**src/rtl/uvmt_reset_st_rst_seq_pkg.sv**
```systemverilog
// Shared types and sizing helpers for the sequenced reset release block.
package uvmt_reset_st_rst_seq_pkg;

   // Sequencer phases: hold, debounce, per-domain release, inter-release gap, finished
   typedef enum logic [2:0] {
      ASSERT  = 3'd0,
      FILTER  = 3'd1,
      RELEASE = 3'd2,
      GAP     = 3'd3,
      DONE    = 3'd4
   } rst_seq_state_t;

   // Counter width wide enough for the largest cycle parameter, plus one spare bit
   function automatic int rst_seq_cnt_width(input int min_assert, input int filter,
                                            input int gap, input int ack_timeout);
      int m;
      m = min_assert;
      if (filter > m) m = filter;
      if (gap > m) m = gap;
      if (ack_timeout > m) m = ack_timeout;
      if (m < 1) m = 1;
      return $clog2(m) + 1;
   endfunction

   // Domain index width, never narrower than one bit
   function automatic int rst_seq_idx_width(input int num_domains);
      return (num_domains > 1) ? $clog2(num_domains) : 1;
   endfunction

endpackage

```
**src/rtl/uvmt_reset_st_rst_seq_cnt.sv**
```systemverilog
// Clear/enable up-counter with a terminal-count compare. One instance is time
// shared between the assert hold, the deassert filter, the release gap and the
// optional ack timeout; the owner selects the terminal value per phase.
module uvmt_reset_st_rst_seq_cnt #(
   parameter int WIDTH = 8
) (
   input  logic             clk,
   input  logic             reset,
   input  logic             clr,
   input  logic             en,
   input  logic [WIDTH-1:0] tc_value,
   output logic             tc
);

   logic [WIDTH-1:0] count;

   // Count up while enabled; clear has priority over enable
   always_ff @(posedge clk) begin
      if (reset) begin
         count <= '0;
      end else if (clr) begin
         count <= '0;
      end else if (en) begin
         count <= count + WIDTH'(1);
      end
   end

   assign tc = (count == tc_value);

endmodule

```
**src/rtl/uvmt_reset_st_rst_seq.sv**
```systemverilog
// Sequenced reset release: holds all domain resets for a minimum width, filters
// glitchy deassertion of reset_req, then releases domains one at a time in index
// order, each waiting for its ack and followed by a fixed gap.
// Optional ack timeout enabled by defining UVMT_RESET_ST_RST_SEQ_ACK_TIMEOUT_EN.
module uvmt_reset_st_rst_seq
   import uvmt_reset_st_rst_seq_pkg::*;
#(
   parameter int NUM_DOMAINS        = 4,
   parameter int MIN_ASSERT_CYCLES  = 8,
   parameter int FILTER_CYCLES      = 4,
   parameter int GAP_CYCLES         = 2,
   parameter int ACK_TIMEOUT_CYCLES = 64
) (
   input  logic                                        clk,
   input  logic                                        reset,
   input  logic                                        reset_req,
   input  logic [NUM_DOMAINS-1:0]                      domain_ack,
   output logic [NUM_DOMAINS-1:0]                      rst_out,
   output logic [rst_seq_idx_width(NUM_DOMAINS)-1:0]   cur_domain,
   output logic                                        busy,
   output logic                                        seq_done,
   output logic                                        timeout_err
);

   localparam int DOM_W = rst_seq_idx_width(NUM_DOMAINS);
   localparam int CNT_W = rst_seq_cnt_width(MIN_ASSERT_CYCLES, FILTER_CYCLES,
                                            GAP_CYCLES, ACK_TIMEOUT_CYCLES);
`ifdef UVMT_RESET_ST_RST_SEQ_ACK_TIMEOUT_EN
   localparam logic TIMEOUT_EN = 1'b1;
`else
   localparam logic TIMEOUT_EN = 1'b0;
`endif

   rst_seq_state_t         state;
   rst_seq_state_t         state_nxt;
   logic [NUM_DOMAINS-1:0] rst_nxt;
   logic [DOM_W-1:0]       dom_nxt;
   logic [DOM_W-1:0]       dom_inc;
   logic [CNT_W-1:0]       tc_value;
   logic                   ack_sel;
   logic                   last_dom;
   logic                   cnt_clr;
   logic                   cnt_en;
   logic                   cnt_tc;
   logic                   timeout_hit;
`ifdef UVMT_RESET_ST_RST_SEQ_ACK_TIMEOUT_EN
   logic                   tout_nxt;
`endif

   assign dom_inc     = cur_domain + DOM_W'(1);
   assign last_dom    = (cur_domain == DOM_W'(NUM_DOMAINS - 1));
   assign timeout_hit = TIMEOUT_EN & cnt_tc;

   // Pick only the ack of the domain under release so X on other bits is never observed
   always_comb begin
      ack_sel = 1'b0;
      for (int i = 0; i < NUM_DOMAINS; i++) begin
         if (cur_domain == DOM_W'(i)) ack_sel = domain_ack[i];
      end
   end

   // Terminal count for whichever phase currently owns the shared counter
   always_comb begin
      tc_value = CNT_W'(MIN_ASSERT_CYCLES - 1);
      case (state)
         FILTER:  tc_value = CNT_W'(FILTER_CYCLES - 1);
         GAP:     tc_value = CNT_W'(GAP_CYCLES - 1);
         RELEASE: tc_value = CNT_W'(ACK_TIMEOUT_CYCLES - 1);
         default: tc_value = CNT_W'(MIN_ASSERT_CYCLES - 1);
      endcase
   end

   uvmt_reset_st_rst_seq_cnt #(
      .WIDTH (CNT_W)
   ) u_cnt (
      .clk      (clk),
      .reset    (reset),
      .clr      (cnt_clr),
      .en       (cnt_en),
      .tc_value (tc_value),
      .tc       (cnt_tc)
   );

   // Next-state decode; an abort from reset_req is applied last so it beats acks and expiries
   always_comb begin
      state_nxt = state;
      rst_nxt   = rst_out;
      dom_nxt   = cur_domain;
      cnt_clr   = 1'b0;
      cnt_en    = 1'b0;
`ifdef UVMT_RESET_ST_RST_SEQ_ACK_TIMEOUT_EN
      tout_nxt  = timeout_err;
`endif
      case (state)
         ASSERT: begin
            rst_nxt = '1;
            if (cnt_tc && !reset_req) begin
               state_nxt = FILTER;
               cnt_clr   = 1'b1;
            end else if (!cnt_tc) begin
               cnt_en = 1'b1;
            end
         end
         FILTER: begin
            if (cnt_tc) begin
               state_nxt  = RELEASE;
               cnt_clr    = 1'b1;
               dom_nxt    = '0;
               rst_nxt[0] = 1'b0;
            end else begin
               cnt_en = 1'b1;
            end
         end
         RELEASE: begin
            if (ack_sel || timeout_hit) begin
`ifdef UVMT_RESET_ST_RST_SEQ_ACK_TIMEOUT_EN
               if (!ack_sel) tout_nxt = 1'b1;
`endif
               cnt_clr = 1'b1;
               if (last_dom) begin
                  state_nxt = DONE;
                  rst_nxt   = '0;
               end else if (GAP_CYCLES == 0) begin
                  dom_nxt = dom_inc;
                  for (int i = 0; i < NUM_DOMAINS; i++) begin
                     if (dom_inc == DOM_W'(i)) rst_nxt[i] = 1'b0;
                  end
               end else begin
                  state_nxt = GAP;
               end
            end else begin
               cnt_en = TIMEOUT_EN;
            end
         end
         GAP: begin
            if (cnt_tc) begin
               state_nxt = RELEASE;
               cnt_clr   = 1'b1;
               dom_nxt   = dom_inc;
               for (int i = 0; i < NUM_DOMAINS; i++) begin
                  if (dom_inc == DOM_W'(i)) rst_nxt[i] = 1'b0;
               end
            end else begin
               cnt_en = 1'b1;
            end
         end
         DONE: begin
            rst_nxt = '0;
         end
         default: begin
            state_nxt = ASSERT;
            rst_nxt   = '1;
            dom_nxt   = '0;
            cnt_clr   = 1'b1;
         end
      endcase

      if (reset_req && (state != ASSERT)) begin
         state_nxt = ASSERT;
         rst_nxt   = '1;
         dom_nxt   = '0;
         cnt_clr   = 1'b1;
         cnt_en    = 1'b0;
`ifdef UVMT_RESET_ST_RST_SEQ_ACK_TIMEOUT_EN
         tout_nxt  = 1'b0;
`endif
      end
   end

   // Register state and all outputs; block reset returns to the fully asserted hold
   always_ff @(posedge clk) begin
      if (reset) begin
         state      <= ASSERT;
         rst_out    <= '1;
         cur_domain <= '0;
         busy       <= 1'b1;
         seq_done   <= 1'b0;
      end else begin
         state      <= state_nxt;
         rst_out    <= rst_nxt;
         cur_domain <= dom_nxt;
         busy       <= (state_nxt != DONE);
         seq_done   <= (state_nxt == DONE);
      end
   end

`ifdef UVMT_RESET_ST_RST_SEQ_ACK_TIMEOUT_EN
   // Sticky record that some domain was released without ever acking
   always_ff @(posedge clk) begin
      if (reset) begin
         timeout_err <= 1'b0;
      end else begin
         timeout_err <= tout_nxt;
      end
   end
`else
   assign timeout_err = 1'b0;
`endif

endmodule

```
**config.mk**
```make
export PLATFORM = sky130hd
export DESIGN_NAME = uvmt_reset_st_rst_seq
export DESIGN_NICKNAME = d
export VERILOG_FILES = /design/src/rtl/uvmt_reset_st_rst_seq_pkg.sv /design/src/rtl/uvmt_reset_st_rst_seq_cnt.sv /design/src/rtl/uvmt_reset_st_rst_seq.sv
export SDC_FILE = /design/constraint.sdc
export NUM_CORES = 1
export LEC_CHECK = 0
export CAP_MARGIN = 20
export CORE_MARGIN = 2
export CORE_UTILIZATION = 30
export CTS_BUF_LIST = sky130_fd_sc_hd__clkbuf_4 sky130_fd_sc_hd__clkbuf_8
export CTS_CLUSTER_DIAMETER = 50
export CTS_CLUSTER_SIZE = 8
export DETAILED_ROUTE_END_ITERATION = 6
export PLACE_DENSITY = 0.55
export SYNTH_ARGS = -nofsm -noshare
export SYNTH_HDL_FRONTEND = slang
export SYNTH_SLANG_ARGS = --single-unit
```
**constraint.sdc**
```tcl
create_clock -name clk -period 2 [get_ports clk]
set_input_delay 0.5 -clock clk [delete_from_list [all_inputs] [get_ports clk]]
set_output_delay 0.5 -clock clk [all_outputs]
set_load 0.05 [all_outputs]
```
* Yosys cells after proc, flatten, opt, wreduce, memory -nomap -nowiden
Index checks and enable logic that the tools add are counted.
** Cells by class
- Add/subtract/negate cells :: 2
- Equal/unequal tests :: 21
- Mux-type cells :: 33
- Bitwise operators :: 2
- Reduce and logical (&&, ||, !) cells :: 16
** Operators with widths (number)
- $pmux 3 s4 :: 2
- $reduce_and 5->1 :: 4
- $pmux 6 s3 :: 1
- $mux 1 :: 16
- $ne 2x2->1 const B :: 8
- $mux 3 :: 5
- $mux 4 :: 3
- $eq 2x2->1 const B :: 4
- $pmux 1 s4 :: 2
- $add 7x1->7 const B :: 1
- $eq 7x6->1 :: 1
- $eq 3x2->1 const B :: 2
- $eq 3x3->1 const B :: 2
- $pmux 2 s3 :: 1
- $reduce_or 2->1 :: 3
- $eq 2x1->1 const B :: 2
- $logic_not 2->1 :: 2
- $mux 2 :: 2
- $eq 3x1->1 const B :: 1
- $logic_not 3->1 :: 1
- $ne 3x3->1 const B :: 1
- $reduce_and 3->1 :: 1
- $reduce_bool 3->1 :: 1
- $reduce_or 3->1 :: 1
- other kinds (5) :: 7
** Storage, ports and cells
- Register bits after elaboration :: 18
- Input bits :: 7
- Output and inout port bits :: 9
- Word-level logic and storage cells :: 83

* Depth between registers and ports, before layout
- Depth after elaboration :: 9
- Depth in mapped cells :: 7
- Gate-level depth less buffers :: 7

* Modules after synthesis
A second synthesis with hierarchy kept.
** Unflattened totals
- Cell total of the unflattened synthesis :: 129
- Area, all modules :: 1069.8 µm²
** By module, submodules not included
- uvmt_reset_st_rst_seq :: times used 1, cells an instance 89, area an instance 713.2 µm²
- uvmt_reset_st_rst_seq_cnt :: times used 1, cells an instance 40, area an instance 356.6 µm²

* Worst setup path before layout
OpenSTA, ideal clock, no wires.
- Path type :: register to register
- Start :: reg cur_domain[1]
- End :: reg u_cnt.count[4]
- Setup time :: 0.123 ns
- Arrival time :: 1.894 ns
- Data required time :: 1.877 ns
- Path slack :: -0.017 ns
- Cell stages (with the launch flop) :: 8
- Path buffers :: 0
- Period minus slack after synthesis :: 2.017 ns
- Cells stage by stage :: dfxtp_1 inv_1 ha_1 nand3b_1 a221oi_1 o21ai_0 nand4b_1 nor2_1
** On the way
- Cells in the longest elaborated chain, start to end :: 9
** Ends and longest elaborated chain
- start: declaration :: RTL line uvmt_reset_st_rst_seq.sv:19 : output logic [rst_seq_idx_width(NUM_DOMAINS)-1:0] cur_domain,
- start signal: assignment :: RTL line uvmt_reset_st_rst_seq.sv:181 : cur_domain <= dom_nxt;
- $logic_not 2->1 :: RTL line uvmt_reset_st_rst_seq.sv:58 : if (cur_domain == DOM_W'(i)) ack_sel = domain_ack[i];
- $mux 1 (3 in series) :: RTL line uvmt_reset_st_rst_seq.sv:58
- $mux 1 (*) :: RTL line uvmt_reset_st_rst_seq.sv:58
- $mux 1 (*) :: RTL line uvmt_reset_st_rst_seq.sv:115 : if (ack_sel || timeout_hit) begin
- $pmux 1 s4 (*) :: RTL line uvmt_reset_st_rst_seq.sv:94 : case (state)
- $mux 1 (*) :: RTL line uvmt_reset_st_rst_seq.sv:158 : if (reset_req && (state != ASSERT)) begin
- $reduce_or 2->1 (no source line) (*)
- end signal: assignment :: RTL line uvmt_reset_st_rst_seq_cnt.sv:24 : count <= count + WIDTH'(1);
- end: declaration :: RTL line uvmt_reset_st_rst_seq_cnt.sv:15 : logic [WIDTH-1:0] count;
Every way passes the cells marked *; elsewhere a longest branch is shown, timed or not.
A chain may end at the register's enable or synchronous reset.

* Worst setup path in the final report
- Start :: reg rst_out[0]
- End :: out rst_out[0]
** RTL lines
- start: declaration :: RTL line uvmt_reset_st_rst_seq.sv:18 : output logic [NUM_DOMAINS-1:0] rst_out,
- start signal: assignment :: RTL line uvmt_reset_st_rst_seq.sv:180 : rst_out <= rst_nxt;
No word-level cell between the ends.

==> results by stage <==
Routing:
- For this run, design rule violations remaining after detail routing come to 0.
- The detailed-routed wire length on met2 is 1.22 mm.
- After the first detailed-routing iteration, the DRC count stood at 14.
- The detailed router put a total of 1.30 mm of wire on met1.
- The ratio of routed vias to standard cells is 5.03.
- The post-detailed-routing wire length is 2.63 mm.
- The post-detailed-route wirelength per cell is about 12 µm.
- The routed layout has 1066 vias.
- In this run the remaining antenna-violating nets after routing total 0.
- The uppermost metal layer occupied by signal nets is met4.
- The routed length on met3 is between 70 and 80 µm.
- The number of detailed-route iterations in the first pass is 4.

Floorplanning:
- The horizontal die dimension is 65.8 µm.
- After floorplanning, the core was divided into 22 placement rows.
- The initial utilization of the core area, before any placement, comes to 0.313.
- 16 I/O pins were placed.
- Measured along the y axis, the die boundary spans 65.8 µm.
- The area of the placeable core is 3660 µm².
- The area of the die is roughly 4300 µm².

Placement:
- The HPWL after detailed placement is around 2.1 mm.
- The final weighted congestion in routability-driven placement is around 0.92.
- The port buffer count is 14.
- The post-place instance area is between 1000 and 1500 µm².

Layout:
- The area occupied by registers is 362 µm².
- After filler insertion, the fill cell instance count of the layout stands at 369.
- The fraction of the core area covered by cells at the end of the flow is 0.407.
- The diode insertion count for antenna repair is 0.
- The growth of design area from synthesis to finish is 30.2%.
- The finished cells cover 1490 µm².
- The final layout contains around 180 nets.
- The multi-input combinational cells in the finished layout cover a total of ~740 µm².
- The share of post-route cells with drive strength above 1 is 0.177.

Synthesis:
- The area of the mapped netlist is approximately 1100 µm².
- In the synthesized netlist, the number of instances is about 140.
- In this run, synthesis produced a sequential element count of 18.
- For this run, the register share of the synthesized area comes to 0.315.
- The number of warning messages in the yosys log is 0.
- Synthesis produced a netlist with a net count of 150.
- The average instance in the mapped netlist occupies approximately 8.4 µm².
- The number of distinct library cells after synthesis is between 40 and 50.

STA:
- The minimum hold slack is 493 ps.
- The final number of max-transition violations is 0.
- The final hold violation count is 0.
- The time the final worst path needs with I/O delays and setup is 1900 ps.
- The number of endpoints failing setup at the final stage is 0.
- The fraction of the cycle the final worst path needs is 0.950.
- In this run the tightest slew margin relative to its limit is 0.655.
- The maximum achievable frequency is 0.526 GHz.
- Setup repair after global routing left no endpoint under its margin.
- The clock arrives with 6.38 ps of skew.
- For the pin with the worst max-slew slack, the measured transition is 515 ps.

GRT:
- The total global-route track usage is 0.138.
- The initial antenna violation count came to 0.
- The first global-routing pass estimated 4.53 mm of wire.
- The largest net degree at the start of global routing is 14.
- The number of global-route vias before repair is approximately 1000.
- The total congestion overflow after global routing is 0.

Clock tree:
- The total clock buffers created by CTS is 3.
- The post-CTS clock slew at the launch and capture registers of the worst setup and hold paths is around 70 ps.
- The later pin in the worst-skew pair is clocked with a latency of roughly 260 ps.
- The total clock sinks is 18.
- CTS built an H-tree with a depth of 1.
- The maximum clock insertion buffer count is 2.
- In this run the clock root is driven by a sky130_fd_sc_hd__clkbuf_8.
- TritonCTS built the clock tree.

Power:
- Power spread over the standard cell area amounts to 512 nW/µm².
- Across the VDD grid, the largest voltage drop is about 0.27 mV.
- The analysis attributes to cell leakage a power of about 0.0006 µW.

Setup path:
- The biggest fanout along the worst timing path is 2.
- The signal on the critical path passes through clkdlybuf4s50_1.
- The slowest stage of the critical path is the sky130_fd_sc_hd__clkdlybuf4s50_1 cell.
- The kind of start point of the critical path is a flip-flop.
- The family of cells with the greatest summed delay on the critical path is buffers and inverters.
- STA puts the critical path data required time at 1500 ps.
- For the worst setup path, the data arrival time is 1400 ps.
- The type of destination of the critical path is a primary output.
- The largest stage delay on the critical path is 800 ps.
- The worst path buffer plus inverter count is 1.
- The worst setup path is of the reg -> out kind.

Job:
- The count of maximum capacitance violations is 0.

Outcome:
- The flow ran to the end, and the final reports show no timing, DRC or antenna violations.

Hold path:
- In this run the worst hold path is classified as reg -> reg.
-- routing by layer --
metal	GRT usage	vias up
met5	0	-
met4	0.0469	0
met3	0.0375	5
met1	0.179	501
li1	-	547
met2	0.218	13
-- layout by cell type (no fill, tap or decap), types with 3 or more instances in the layout --
cell,n
sky130_fd_sc_hd__clkbuf_8,4
sky130_fd_sc_hd__xor2_1,4
sky130_fd_sc_hd__dfxtp_1,17
sky130_fd_sc_hd__o21a_1,4
sky130_fd_sc_hd__nor2_1,10
sky130_fd_sc_hd__ha_1,7
sky130_fd_sc_hd__nand2b_1,5
sky130_fd_sc_hd__inv_1,5
sky130_fd_sc_hd__nor3_1,4
sky130_fd_sc_hd__buf_4,18
sky130_fd_sc_hd__nand2_1,9
sky130_fd_sc_hd__a31oi_1,4
sky130_fd_sc_hd__or3_1,3
sky130_fd_sc_hd__nand4_1,4
sky130_fd_sc_hd__nor2b_1,3
sky130_fd_sc_hd__o21ai_0,4
sky130_fd_sc_hd__nand3b_1,3
sky130_fd_sc_hd__a21oi_1,12
sky130_fd_sc_hd__clkdlybuf4s50_1,12
sky130_fd_sc_hd__and2_1,3
-- final timing paths --
check | start | to | slack, ps | cells after the start
setup / recovery | rst_out[0]$_SDFFE_PP1P_ | rst_out[0] | 100 | 1
hold / removal | rst_out[0]$_SDFFE_PP1P_ | rst_out[0]$_SDFFE_PP1P_ | 490 | 2
setup reg to reg | u_cnt.count[3]$_SDFFE_PP0P_ | rst_out[2]$_SDFFE_PP1P_ | 150 | 5
hold reg to reg | rst_out[0]$_SDFFE_PP1P_ | rst_out[0]$_SDFFE_PP1P_ | 490 | 2
-- worst min-delay path, delay by kind of cell (launching register included) --
| family | cells | cell delay [ps] |
|---|---|---|
| DFF | 1 | 320 |
| AOI/OAI and AO/OA | 1 | 80 |
| and+or+nand+nor | 1 | 50 |
-- kinds of logic after synthesis --
family / count (synthesis) / synth area share
AND/OR/NAND/NOR: 56 / 0.294
AO/OA/AOI/OAI: 34 / 0.196
flip-flops: 18 / 0.315
buffers and inverters: 11 / 0.0426
adder cells (fa/ha/maj): 7 / 0.0765
XOR/XNOR: 6 / 0.0459
multiplexers: 3 / 0.0273
other: 1 / 0.00328
-- through the flow --
| step | setup TNS (ps) | std cells | total power, µW | worst slack, ps |
|---|---|---|---|---|
| after CTS | 0 | 211 | 770 | 81.0 |
| after detailed placement | -763 | 207 | 462 | -127 |
| after global routing | 0 | 212 | 792 | 41.6 |
| final | 0 | 212 | 764 | 99.2 |
| after floorplan | 0 | 136 | 429 | 59.5 |
| after global placement | -430 | 207 | 461 | -108 |
-- where the power goes --
| group | switching, µW | total (µW) | internal, µW |
|---|---|---|---|
| combinational | 44.3 | 84.0 | 39.7 |
| sequential | 6.80 | 371 | 364 |
| clock | 133 | 308 | 175 |
| total | 184 | 764 | 580 |
-- timing repair --
action | in CTS | in global routing
hold buffers | 0 | 0
gates resized for setup | 1 | 0
pin swaps | 0 | 0
setup endpoints to repair | 1 | 7
setup buffers | 0 | 1
-- area by class of cell --
cell class | instances | share of cell area
timing repair buffer | 30 | 0.171
multi-input combinational | 107 | 0.496
inverter | 5 | 0.0126
tap | 48 | 0.0403
sequential | 18 | 0.243
clock buffer | 4 | 0.0369
-- state kept, by name (all words and copies together) (netlist names) --
| name | cells |
|---|---|
| seq_done | 1 |
| u_cnt.count | 7 |
| busy | 1 |
| rst_out | 4 |
| state | 3 |
| cur_domain | 2 |
-- synth_stat cells --
library cell	number	share of area
sky130_fd_sc_hd__nor2_1	10	0.033
sky130_fd_sc_hd__nand3_1	2	0.0087
sky130_fd_sc_hd__nand3b_1	3	0.020
sky130_fd_sc_hd__dfxtp_1	18	0.31
sky130_fd_sc_hd__nor2b_1	3	0.016
sky130_fd_sc_hd__a211oi_1	1	0.0066
sky130_fd_sc_hd__nor3_1	4	0.017
sky130_fd_sc_hd__nor4b_1	1	0.0077
sky130_fd_sc_hd__nor3b_1	1	0.0066
sky130_fd_sc_hd__o221ai_1	1	0.0077
sky130_fd_sc_hd__o311a_1	1	0.0087
sky130_fd_sc_hd__nor3b_4	1	0.016
sky130_fd_sc_hd__o211ai_1	1	0.0066
sky130_fd_sc_hd__a31oi_1	4	0.022
sky130_fd_sc_hd__inv_1	5	0.016
sky130_fd_sc_hd__mux2i_1	2	0.017
sky130_fd_sc_hd__ha_1	7	0.076
sky130_fd_sc_hd__a221oi_1	1	0.0077
sky130_fd_sc_hd__conb_1	1	0.0033
sky130_fd_sc_hd__a21oi_1	12	0.052
sky130_fd_sc_hd__o221a_2	1	0.0098
sky130_fd_sc_hd__o21a_1	4	0.026
sky130_fd_sc_hd__nand2_1	9	0.030
sky130_fd_sc_hd__and2_1	3	0.016
sky130_fd_sc_hd__xor2_1	4	0.031
sky130_fd_sc_hd__nand2b_1	5	0.027
sky130_fd_sc_hd__a21boi_0	2	0.013
sky130_fd_sc_hd__and3_1	2	0.011
sky130_fd_sc_hd__xnor2_1	2	0.015
sky130_fd_sc_hd__or3_1	3	0.016
sky130_fd_sc_hd__buf_4	2	0.013
sky130_fd_sc_hd__clkbuf_1	4	0.013
sky130_fd_sc_hd__nand4b_1	1	0.0077
sky130_fd_sc_hd__mux2_2	1	0.0098
sky130_fd_sc_hd__nor4_1	2	0.011
sky130_fd_sc_hd__o21ai_0	4	0.017
sky130_fd_sc_hd__nor4b_4	1	0.021
sky130_fd_sc_hd__a21o_1	1	0.0066
sky130_fd_sc_hd__a211oi_2	1	0.011
sky130_fd_sc_hd__or4_1	1	0.0066
sky130_fd_sc_hd__nand4_1	4	0.022
(Power assumes the default switching activity.)
==> variant (config.mk and constraints unchanged) <==
Encoding of `rst_seq_state_t`: now one-hot (5 bits for 5 states).
--- a/src/rtl/uvmt_reset_st_rst_seq_pkg.sv
+++ b/src/rtl/uvmt_reset_st_rst_seq_pkg.sv
@@ -4,8 +4,8 @@
    // Sequencer phases: hold, debounce, per-domain release, inter-release gap, finished
-   typedef enum logic [2:0] {
-      ASSERT  = 3'd0,
-      FILTER  = 3'd1,
-      RELEASE = 3'd2,
-      GAP     = 3'd3,
-      DONE    = 3'd4
+   typedef enum logic [4:0] {
+      ASSERT  = 5'b00001,
+      FILTER  = 5'b00010,
+      RELEASE = 5'b00100,
+      GAP     = 5'b01000,
+      DONE    = 5'b10000
    } rst_seq_state_t;
Formal check against the unedited RTL: no difference found for any inputs over 10 cycles, from zero or initial values and one cycle with reset high; not proved beyond that.
==> variant against the original RTL <==
Count of clock-buffer cells in the layout is the same. Critical endpoint is now u_cnt.count[0]. Utilization grew 4.5 points. First-iteration DRC count grew to 6.9 times the old value. Combinational power grew 19%. Wire length grew 61%. Design area grew 42%. Register-to-register slack lost 70 ps. Sequential cell count grew 2. Largest cell class unchanged. Global-route usage grew 2.8 points. Worst setup slack lost 22 ps. Critical path type is now flip-flop to flip-flop. Critical path depth grew 4. Power grew 8.4%. Synthesized area grew 26%.
==> variant: results (changes against the original RTL) <==
metric,value,unit,change
CTS clock-pin slew for the worst setup and hold paths,80,ps,
layout cells sized above 1,33.48,%,was 17.68%
ys async rst share,0,%,unchanged
dpl hpwl,3.243,mm,was 2.094 mm
Yosys cell types,50,,was 41
Max IR drop VDD,0.2404,mV,was 0.2675 mV
Initial DRT Pass Iterations,4,,unchanged
CTS HTree Levels,1,,unchanged
vias in the first global route,1485,,was 993
Final nets,244,,was 179
status,"finished, final reports clean",,unchanged
Worst Max-Slew Pin Slew,562.3,ps,was 515.3 ps
RePlAce Congestion,0.8642,,was 0.9191
first-pass GRT wire length,6.886,mm,was 4.526 mm
Commonest cells post-synth,"dfxtp_1 (20), nor2_1 (13), inv_1 (11), nand2_1 (11), nand3_1 (11)",,"was dfxtp_1 (18), a21oi_1 (12), nor2_1 (10)"
hold crit path type,flip-flop to flip-flop,,unchanged
Worst-Skew Late Latency,260,ps,about the same
root buf cell,clkbuf_8,,unchanged
DP Area,0.001906,sq mm,was 0.001424 sq mm
global route overflow,0,,unchanged
initial antenna violation count,0,,unchanged
overall routing resource usage,16.52,%,was 13.75%
"Seq/Total Area, Yosys",27.75,%,was 31.48%
clock buffer depth,2,,unchanged
Largest regs,"u_cnt.count x7, state x5, rst_out x4",,"was u_cnt.count x7, rst_out x4, state x3"
CTS buffer count,3,,unchanged
Mapped Nets,189,,was 150
Fin Clk Skew,10.36,ps,was 6.383 ps
Routed WL per cell,14.93,um,was 12.41 um
"Avg Cell Area, Syn",8.197,sq um,was 8.418 sq um
Main synth FF type,dfxtp_1,,unchanged
Antenna diodes,0,,unchanged
critical path arrival,2070,ps,was 1400 ps
largest net degree at the start of global routing,14,,unchanged
"top cells by area, synth","dfxtp_1 (28%), ha_1 (5.2%), mux2i_1 (4.2%), nand3_1 (3.8%), nor2_1 (3.4%)",,"was dfxtp_1 (31%), ha_1 (7.7%), a21oi_1 (5.2%), nor2_1 (3.3%), xor2_1 (3.1%)"
Buffers on Ports,14,,unchanged
Final Instance Count excl. Fillers,284,,was 212
CP max FO,6,,was 2
vias per cell,5.356,,was 5.028
Iteration-0 DRC Markers,96,,was 14
Synth Warn #,0,,unchanged
Pleak,0.8220,nW,was 0.6000 nW
==> variant: changes by cell type in the layout (fill, tap and decap cells not counted), moves of 4 or more <==
cell,change
inv_1,+6
nand3_1,+9
buf_4,+29
o2111ai_1,+4
a21oi_1,-6
o21ai_0,+4
mux2i_1,+5
==> variant: worst paths after layout <==
path,slack [ps],from,endpoint,depth (start not counted)
max,80,state[0],u_cnt.count[0],5
min,480,rst_out[1],rst_out[1],1
max reg2reg,80,state[0],u_cnt.count[0],5
min reg2reg,480,rst_out[1],rst_out[1],1
==> variant: final cells by class <==
class / instances / area (sq um)
well taps: 54 / 67.56
inverters: 11 / 41.29
flip-flops and latches: 20 / 411.6
multi-input cells: 135 / 1054
fillers: 467 / 2571
clock buffers: 4 / 55.05
repair buffers: 60 / 491.7
==> variant: cells by family after synthesis <==
kind of cell	synth area share, %
compound gates	29.06
xor+xnor	2.429
fa+ha+maj	5.204
buf+inv	7.198
flops	27.75
mux	4.163
other cells	0.2599
simple gates	23.94
==> variant: layer usage <==
layer  vias up  share of wire [%]  global-route usage, %
met2        28                 47                  27.63
met3         4                5.0                  2.332
met5         -                  0                      0
li1        765                  -                      -
met1       724                 48                  22.58
met4         0               0.71                  3.636
==> variant: repair_timing <==
item                                    4_1_cts  5_1_grt
cloned                                        0        0
endpoints found under the setup margin       16       20
pin swaps                                     5       10
buffers inserted                              2        2
resized for setup                             6       22
hold endpoints to repair                      0        0
==> variant: where the power goes <==
part	leakage, nW	internal, W	switching (W)
sequential	0.164	0.000401	0.0000131
clock	0.0288	0.000175	0.000137
combinational	0.629	0.0000494	0.0000509
==> variant: metrics by stage <==
| step | TNS (ps) | setup slack, ps |
|---|---|---|
| CTS | 0 | 6.515 |
| global placement | -2698 | -249.4 |
| detailed placement | -2850 | -274.2 |
| finish | 0 | 77.32 |
| floorplan | 0 | 24.81 |
| global route | -6.749 | -6.749 |
==> variant: worst max-delay path, cell delays in order, from the launching register on <==
cell and delay [ps]:
dfxtp_4 360, or3_4 410, a211o_1 270, a221o_1 440, o211ai_2 260, a21oi_1 70
